==> src/rtl/bcd_to_bin.sv <==
// bcd_to_bin: sequential multi-digit BCD-to-binary converter (reverse double dabble).
// Each CONV cycle shifts {bcd_sr, bin_sr} right one bit and then subtracts 3 from
// every BCD nibble that is >= 8. After BIN_W shifts the binary value sits in bin_sr.
// Optional feature macro: BCD2BIN_DIGIT_CHECK_EN (reject nibbles > 9 with err).

// Per-digit correction after a right shift: a nibble >= 8 received a carried
// "ten" from the digit above, worth 5 here after halving, so fold it back by -3.
module bcd_to_bin_nib_adj (
  input  logic [3:0] din,
  output logic [3:0] dout
);
  assign dout = (din >= 4'd8) ? (din - 4'd3) : din;
endmodule

module bcd_to_bin #(
  parameter int DIGITS = 4,
  parameter int BIN_W  = 14
) (
  input  logic                  clk,
  input  logic                  rst,
  input  logic                  start,
  input  logic [4*DIGITS-1:0]   bcd_in,
  output logic                  busy,
  output logic                  done,
  output logic [BIN_W-1:0]      bin_out,
  output logic                  err
);
  localparam int CNT_W = $clog2(BIN_W + 1);

  typedef enum logic [1:0] {IDLE, CONV, DONE} state_t;

  state_t                    state;
  logic [4*DIGITS-1:0]       bcd_sr;
  logic [BIN_W-1:0]          bin_sr;
  logic [CNT_W-1:0]          cnt;

  logic [DIGITS-1:0][3:0]    bcd_shift;
  logic [DIGITS-1:0][3:0]    bcd_adj;
  logic [BIN_W-1:0]          bin_nxt;

  // Datapath for one iteration: the LSB of the BCD register falls into the
  // top of the binary register, then each nibble is corrected independently.
  assign bcd_shift = bcd_sr >> 1;
  assign bin_nxt   = {bcd_sr[0], bin_sr[BIN_W-1:1]};

  for (genvar d = 0; d < DIGITS; d++) begin : g_adj
    bcd_to_bin_nib_adj u_adj (
      .din  (bcd_shift[d]),
      .dout (bcd_adj[d])
    );
  end

`ifdef BCD2BIN_DIGIT_CHECK_EN
  logic [DIGITS-1:0] bad_nib;
  logic              bad_digit;
  logic              err_q;

  for (genvar d = 0; d < DIGITS; d++) begin : g_chk
    assign bad_nib[d] = (bcd_in[4*d +: 4] > 4'd9);
  end
  assign bad_digit = |bad_nib;
  assign err       = err_q;
`else
  assign err = 1'b0;
`endif

  // Control FSM with registered outputs; rst wins over start.
  always_ff @(posedge clk) begin
    if (rst) begin
      state   <= IDLE;
      busy    <= 1'b0;
      done    <= 1'b0;
      bin_out <= '0;
      bcd_sr  <= '0;
      bin_sr  <= '0;
      cnt     <= '0;
`ifdef BCD2BIN_DIGIT_CHECK_EN
      err_q   <= 1'b0;
`endif
    end else begin
      done <= 1'b0;
      case (state)
        IDLE, DONE: begin
          if (start) begin
`ifdef BCD2BIN_DIGIT_CHECK_EN
            if (bad_digit) begin
              // Invalid word: report immediately, never enter CONV.
              state   <= DONE;
              done    <= 1'b1;
              err_q   <= 1'b1;
              bin_out <= '0;
            end else
`endif
            begin
              bcd_sr <= bcd_in;
              bin_sr <= '0;
              cnt    <= CNT_W'(BIN_W);
              busy   <= 1'b1;
              state  <= CONV;
            end
          end else begin
            state <= IDLE;
          end
        end
        CONV: begin
          bcd_sr <= bcd_adj;
          bin_sr <= bin_nxt;
          cnt    <= cnt - 1'b1;
          if (cnt == CNT_W'(1)) begin
            bin_out <= bin_nxt;
`ifdef BCD2BIN_DIGIT_CHECK_EN
            err_q   <= 1'b0;
`endif
            busy    <= 1'b0;
            done    <= 1'b1;
            state   <= DONE;
          end
        end
        default: begin
          busy  <= 1'b0;
          state <= IDLE;
        end
      endcase
    end
  end
endmodule

==> config.mk <==
export PLATFORM = sky130hd
export DESIGN_NAME = bcd_to_bin
export DESIGN_NICKNAME = d
export VERILOG_FILES = /design/src/rtl/bcd_to_bin.sv
export SDC_FILE = /design/constraint.sdc
export NUM_CORES = 1
export LEC_CHECK = 0
export BUFFER_PORTS_ARGS = -buffer_cell sky130_fd_sc_hd__buf_2
export CAP_MARGIN = 20
export CORE_MARGIN = 1.5
export CORE_UTILIZATION = 45
export DETAILED_ROUTE_END_ITERATION = 8
export GPL_TIMING_DRIVEN = 0
export HOLD_SLACK_MARGIN = 0.06
export PLACE_DENSITY = 0.78
export SYNTH_ARGS = -nofsm -noshare
export SYNTH_HDL_FRONTEND = slang
export SYNTH_SLANG_ARGS = --single-unit
export TNS_END_PERCENT = 50
==> constraint.sdc <==
create_clock -name clk -period 1.8 [get_ports clk]
set_input_delay 0.18 -clock clk [delete_from_list [all_inputs] [get_ports clk]]
set_output_delay 0.18 -clock clk [all_outputs]
set_load 0.1 [all_outputs]
# --- Word-level counts from Yosys, hierarchy flattened ---
# Cells that the tools add are included.
word_totals:
  ff_bits: 52
  inputBits: 19
  elab_cells: 46
op_classes:
  n_addsub: 5
  reduce_logical: 7
  eq_ne: 5
  mux: 17
  bitwise_logic: 1
  n_lt_le_gt_ge: 4
ops:
  columns: ["operator", "count"]
  rows:
  - ["16-bit case mux with 2 select lines", 1]
  - ["14-bit case mux with 2 select lines", 1]
  - ["4-bit 2-to-1 mux", 5]
  - ["16-bit 2-to-1 mux", 1]
  - ["14-bit 2-to-1 mux", 1]
  - ["4-bit >= comparator (second input constant)", 3]
  - ["4-bit by 2-bit subtractor with 4-bit output (second input constant)", 3]
  - ["4-bit case mux with 2 select lines", 1]
  - ["2-bit AND reduction", 3]
  - ["4-bit by 1-bit == test with 1-bit output (second input constant)", 1]
  - ["3-bit by 4-bit >= comparator with 1-bit output (second input constant)", 1]
  - ["1-bit 2-to-1 mux", 4]
  - ["2-bit != test (second input constant)", 2]
  - ["2-bit case mux with 2 select lines", 1]
  - ["2-bit OR reduction", 2]
  - ["3-bit by 2-bit subtractor with 4-bit output (second input constant)", 1]
  - ["4-bit by 1-bit subtractor with 4-bit output (second input constant)", 1]
  - ["2-bit by 1-bit == test with 1-bit output (second input constant)", 1]
  - ["2-bit == test (second input constant)", 1]
  - ["2-bit zero test", 1]
  - ["2-bit 2-to-1 mux", 1]
  - ["1-bit case mux with 2 select lines", 1]
  - ["2-bit nonzero test", 1]
  - ["1-bit NOT", 1]

# --- Longest topological paths before layout ---
# Gate-level depths: netlist of the first run.
logic_depth:
  depth_word: 4
  depth_mapped: 6
  ltp_nobuf: 5

# --- Hierarchy ---
# A second synthesis of the first run with hierarchy kept.
unflattened:
  hier_cells: 264
  hier_area_um2: 2284.7
modules_own_cells:
  columns: ["mod", "area_per_inst_um2", "n_inst", "cells_per_inst"]
  rows:
  - ["bcd_to_bin", 1979.4, 1, 220]
  - ["bcd_to_bin_nib_adj", 76.3, 4, 11]

# --- Least setup slack after synthesis of the first run ---
# Ideal clock, no wire load.
synth_timing:
  path_type: "flip-flop to flip-flop"
  from: "register cnt[1]"
  to: "register bin_out[1]"
  setup_ns: 0.061
  setup_slack_ns: 0.366
  path_buffers: 1
  synth_period_minus_slack_ns: 1.434
  stages_incl_launch_ff: 7
  t_arrival_ns: 1.373
  required_ns: 1.739
  path_cell_list: "dfxtp_1 > inv_1 > ha_1 > or3b_4 > nor3_4 > buf_6 > a22o_2"
synth_via:
  elab_chain_cells: 2
synth_lines:
  columns: ["item", "line", "text"]
  rows:
  - ["from (decl)", "35", "logic [CNT_W-1:0] cnt;"]
  - ["from (signal assigned)", "97", "cnt <= CNT_W'(BIN_W);"]
  - ["from (signal assigned)", "108", "cnt <= cnt - 1'b1;"]
  - ["4-bit by 1-bit == test with 1-bit output", "109", "if (cnt == CNT_W'(1)) begin"]
  - ["2-bit AND reduction (no source line)", null, null]
  - ["to (signal assigned)", "110", "bin_out <= bin_nxt;"]
  - ["to (decl)", "25", "output logic [BIN_W-1:0] bin_out,"]
# No other way between the ends.
# A chain may end at the register's enable or synchronous reset.

# --- Worst setup path in the final report of the first run ---
layout_timing:
  from: "register cnt[1]"
  to: "register bin_out[2]"
# Same word-level chain as after synthesis.

==> out/qor.yml, run 1 <==
final_layout:
  n_antenna_cell: 0
  syn_to_final_growth_pct: 16.4
  fillCellCount: 454
  final_cell_mix: "dfxtp_1 (51), buf_2 (43), nand2_1 (25)"
  final_area_sq_um: 2550
  final_common_cell: "dfxtp_1"
  drive_above_1_share: 0.264
  final_nets: 304
outcome:
  status: "completed"
clocking:
  cts_buffers: 5
  clkSinkCount: 51
  cts_resized: 0
  htree_levels: 2
  clk_pin_slew_ns: 0.09
  clock_latency_ns: 0.30
  cts_buffer_depth: 2
  root_buffer: "clkbuf_8"
  hold_buffers: 0
  cts_setup_buffers: 0
  cts_tree: "done"
min_path:
  hp-class: "input pin to flip-flop"
floorplanning:
  die_w_um: 72.8
  coreArea_sq_um: 4720
  start_util: 0.465
  num_io_pins: 36
  rows: 25
  die-height_um: 72.8
  die_area_sq_um: 5300
sta:
  drv_slew: 0
  rsz0062_at_grt: "no"
  fin_crit_sh: 0.882
  hold_viol_final: 0
  fin_worst_skew_ns: 0.00644
  max_freq_ghz: 0.630
  min_period_ns: 1.59
  fin_tns_setup_ns: 0
  setup_viol: 0
route:
  post_drt_wl_per_cell_um: 13.6
  drc: 0
  wirelength_mm: 4.67
  drtIter0Drc: 126
  ant_nets: 0
  firstDrtPassIters: 4
  vias_per_cell: 5.29
  dr_total_vias: 1820
worst_setup_path:
  critPathSlowestCell: "or3b_4"
  required_ns: 2.05
  arrival_ns: 1.84
  critical_path_class: "flip-flop to flip-flop"
  critPathMaxStageDelay_ns: 0.42
  crit_path_start_kind: "flip-flop"
  path_cells: "inv_1 > ha_1 > or3b_4 > nor3_4 > buf_6 > a22o_2"
  cp_max_fo: 10
  end_kind: "flip-flop"
placement:
  numPortBuffers: 34
  gp_congestion: 0.874
  place_hpwl_mm: 3.29
  place_area_sq_um: 2450
power_and_ir_drop:
  power_density_nw_per_um2: 932
  power_uw: 2380
  p_clk_frac: 0.324
  leakage_uw: 0.00106
  swShare: 0.270
  comb_power_share: 0.155
  power.internal_uw: 1740
  max-vdd-ir-drop_mv: 0.352
  pwr-share-seq: 0.521
  switching_power_uw: 642
logic_synthesis:
  yosysUniqueCellTypes: 36
  synth-seq-cells: 51
  netlist_area_sq_um: 2190
  synthCells: 236
  synthesis.nets: 263
  synth_area_per_cell_sq_um: 9.30
  yosysSeqAreaShare: 0.465
  yosysWarnings: 0
global_routing:
  grt_pass1_wl_mm: 7.96
  grt_remaining_overflow: 0
  grt_max_degree: 16
  grt_pass1_vias: 1718
  grt_util_all_layers: 0.190
  antenna_found_initial: 0
flow_run:
  cap_violations: 0
## through the flow
| stage | util | std cells | hold WS [ns] | worst slack, ns |
|---|---|---|---|---|
| floorplan | - | 236 | 0.316 | 0.366 |
| global placement | 0.518 | 337 | 0.437 | 0.258 |
| detailed placement | 0.518 | 337 | 0.440 | 0.223 |
| CTS | 0.541 | 344 | 0.120 | 0.206 |
| global route | 0.541 | 344 | 0.135 | 0.113 |
| finish | 0.541 | 344 | 0.129 | 0.213 |
## worst max-delay path, delay by kind of cell (launching register included)
kind,cells,cell delay [ns]
buffers and inverters,2,0.25
adder cells (fa/ha/maj),1,0.15
AND/OR/NAND/NOR,2,0.65
AO/OA/AOI/OAI,1,0.15
flip-flops,1,0.33
## sequential cells by signal, summed over array words and instances (netlist names)
name and cells:
busy 1, bin_sr 13, bin_out 14, cnt 4, state 2, bcd_sr 16
done 1
## worst paths after layout
kind                                 start          to  slack [ns]  cells after the start
worst min register to register  bin_sr[13]  bin_sr[12]        0.48                      2
worst max register to register      cnt[1]  bin_out[2]        0.21                      6
worst max-delay path                cnt[1]  bin_out[2]        0.21                      6
worst min-delay path            bcd_in[15]  bcd_sr[15]        0.13                      3
## per-layer routing
layer	track usage	part of all wire	vias up
li1	-	-	911
met1	0.259	0.47	866
met2	0.305	0.47	34
met3	0.0456	0.036	9
met4	0.0461	0.015	0
met5	0	0	-
## cell usage after synthesis
library cell  number  share of area
a211oi_1           1         0.0034
a22o_2            13          0.059
xnor2_1            3          0.012
a31oi_1            2         0.0057
xor2_1             3          0.012
buf_6              3          0.015
ha_1               8          0.046
nand3b_1           1         0.0034
o2bb2ai_1          1         0.0040
clkbuf_1           4         0.0068
buf_2              9          0.021
o21ai_0            2         0.0046
a21oi_2            1         0.0040
nor2_1             6          0.010
nor2b_1            5          0.014
nand3_1           16          0.036
buf_4              3          0.010
o211a_1            3          0.014
o22ai_1            9          0.026
a311oi_1           7          0.028
dfxtp_1           51           0.47
nand2b_1           4          0.011
o21bai_1           1         0.0034
nor3b_1            1         0.0034
a22o_1             2         0.0080
buf_1              1         0.0017
a21oi_1           18          0.041
or3_1              2         0.0057
conb_1             1         0.0017
nor3_4             1         0.0074
mux2i_1            3          0.014
or3b_4             1         0.0051
nor3_1            16          0.036
nand2_1           25          0.043
inv_1              8          0.014
nand2b_2           1         0.0040
## power groups by stage
stage               clock [uW]  sequential, uW  combinational, uW
floorplan                    0            1270                264
global placement             0            1260                360
detailed placement           0            1260                368
CTS                        785            1240                370
global route               833            1250                414
finish                     772            1240                370
## cells by family (layout without fill, tap and decap cells)
group / Yosys count / in the layout / share of synthesized area
compound gates: 60 / 60 / 0.201
xor+xnor: 6 / 6 / 0.0239
fa+ha+maj: 8 / 8 / 0.0456
buf+inv: 28 / 69 / 0.0684
flops: 51 / 51 / 0.465
mux: 3 / 3 / 0.0137
other cells: 1 / 1 / 0.00171
simple gates: 79 / 79 / 0.181
## cell type report
type,instances,area [sq um],area share
Tap cell,67,83.8,0.0328
Clock buffer,5,68.8,0.0269
Timing Repair Buffer,34,170,0.0666
Multi-Input combinational cell,157,1020,0.401
Clock inverter,2,37.5,0.0147
Sequential cell,51,1020,0.400
Buffer,20,120,0.0470
Inverter,8,30.0,0.0118
(Power assumes the default switching activity.)
==> run 2: changes to the inputs <==
--- a/config.mk
+++ b/config.mk
@@ -6,13 +6,13 @@
 export NUM_CORES = 1
 export LEC_CHECK = 0
 export BUFFER_PORTS_ARGS = -buffer_cell sky130_fd_sc_hd__buf_2
-export CAP_MARGIN = 20
 export CORE_MARGIN = 1.5
 export CORE_UTILIZATION = 45
 export DETAILED_ROUTE_END_ITERATION = 8
 export GPL_TIMING_DRIVEN = 0
 export HOLD_SLACK_MARGIN = 0.06
 export PLACE_DENSITY = 0.78
+export RECOVER_POWER = 50
 export SYNTH_ARGS = -nofsm -noshare
 export SYNTH_HDL_FRONTEND = slang
 export SYNTH_SLANG_ARGS = --single-unit
==> out/qor.yml, run 2 (synthesized netlist as in run 1, its figures left out) <==
outcome:
  status: "completed"
sta:
  fin_tns_setup_ns: 0
  worst_pin_slew_ns: 0.544
  min_period_ns: 1.59
  fin_worst_skew_ns: 0.00766
  worst_hold_slack_ns: 0.132
  setup_viol: 0
  maxSlewHeadroom: 0.639
  max_freq_ghz: 0.628
  rsz0062_at_grt: "no"
  fin_crit_sh: 0.885
  hold_viol_final: 0
  drv_slew: 0
power_and_ir_drop:
  power.internal_uw: 1740
  power_density_nw_per_um2: 930
  leakage_uw: 0.00103
  pwr-share-seq: 0.523
  p_clk_frac: 0.323
  swShare: 0.267
  switching_power_uw: 634
  max-vdd-ir-drop_mv: 0.354
  comb_power_share: 0.155
clocking:
  htree_levels: 2
  cts_buffers: 5
  cts_setup_buffers: 0
  hold_buffers: 0
  cts_resized: 0
  clkSinkCount: 51
  clk_pin_slew_ns: 0.09
  clock_latency_ns: 0.30
  cts_buffer_depth: 2
  root_buffer: "clkbuf_8"
  cts_tree: "done"
worst_setup_path:
  r2r-end: "bin_out[2]"
  regToRegSetupSlack_ns: 0.21
  crit_path_start_kind: "flip-flop"
  critical_path_class: "flip-flop to flip-flop"
  required_ns: 2.05
  critical_path_buf_inv_count: 2
  critPathSlowestCell: "or3b_4"
  cp_max_fo: 10
  crit_path_end: "bin_out[2]"
  cpLargestDelayFamily: "simple AND/OR/NAND/NOR gates"
  r2r_cells: 6
  end_kind: "flip-flop"
  arrival_ns: 1.84
  path_cells: "inv_1 > ha_1 > or3b_4 > nor3_4 > buf_6 > a22o_2"
  startpoint: "cnt[1]"
  critPathMaxStageDelay_ns: 0.42
  reg2reg_from: "cnt[1]"
  cp.depth: 6
global_routing:
  grt_util_all_layers: 0.190
  antenna_found_initial: 0
  grt_max_degree: 16
  grt_pass1_wl_mm: 7.96
  grt_pass1_vias: 1718
  grt_remaining_overflow: 0
final_layout:
  n_antenna_cell: 0
  largest_register_ffs: 16
  stdcell_count: 344
  syn_to_final_growth_pct: 16.1
  final_cell_mix: "dfxtp_1 (51), nand2_1 (25), buf_2 (24)"
  final_common_cell: "dfxtp_1"
  final_core_util: 0.540
  final_area_sq_um: 2550
  largest-register: "bcd_sr"
  largestRegisters: "bcd_sr x16, bin_out x14, bin_sr x13"
  drive_above_1_share: 0.249
  final_nets: 304
route:
  ant_nets: 0
  post_drt_wl_per_cell_um: 13.5
  drc: 0
  dr_total_vias: 1826
  vias_per_cell: 5.31
  wirelength_mm: 4.64
  firstDrtPassIters: 4
  drtIter0Drc: 121
placement:
  gp_congestion: 0.874
  numPortBuffers: 34
  place_hpwl_mm: 3.29
  place_inst: 337
  place_area_sq_um: 2450
floorplanning:
  die_area_sq_um: 5300
  num_io_pins: 36
  rows: 25
  coreArea_sq_um: 4720
  start_util: 0.465
  die_w_um: 72.8
  die-height_um: 72.8
min_path:
  hp-class: "input pin to flip-flop"
flow_run:
  cap_violations: 0
## run 2: worst min-delay path, cell delays in order
cell and delay, ns:
buf_2 0.11, nand2_1 0.05, a21oi_1 0.05
## run 2: cell type report
cell class | instances | area [sq um]
inverters | 8 | 30.0
clock buffers | 5 | 68.8
multi-input cells | 157 | 1020
flip-flops and latches | 51 | 1020
well taps | 67 | 83.8
repair buffers | 34 | 170
plain buffers | 20 | 116
fillers | 456 | 2170
clock inverters | 2 | 37.5
## run 2: through the flow
stage	total power (uW)	setup WS, ns
finish	2370	0.206
global route	2490	0.0664
CTS	2390	0.206
detailed placement	1630	0.223
global placement	1620	0.258
floorplan	1530	0.366
## run 2: worst min path at each step
stage	start	endpoint	slack, ns	cells past startpoint
4_1_cts	bcd_in[15]	bcd_sr[15]	0.12	3
2_1_floorplan	bcd_in[15]	bcd_sr[15]	0.32	2
6_report	bcd_in[15]	bcd_sr[15]	0.13	3
5_1_grt	bcd_in[1]	bcd_sr[1]	0.14	3
3_5_place_dp	bcd_in[15]	bcd_sr[15]	0.44	3
3_3_place_gp	bcd_in[15]	bcd_sr[15]	0.44	3
## run 2: power groups by stage
stage / clock network (uW) / logic, uW / registers, uW
2_1_floorplan: 0 / 264 / 1270
5_1_grt: 833 / 412 / 1250
4_1_cts: 785 / 370 / 1240
6_report: 765 / 366 / 1240
3_3_place_gp: 0 / 360 / 1260
3_5_place_dp: 0 / 368 / 1260
## run 2: layer usage
layer  GRT usage  vias to the layer above  part of all wire
met2       0.305                       37              0.48
li1            -                      914                 -
met4      0.0461                        0             0.014
met5           0                        -                 0
met1       0.259                      866              0.47
met3      0.0456                        9             0.034
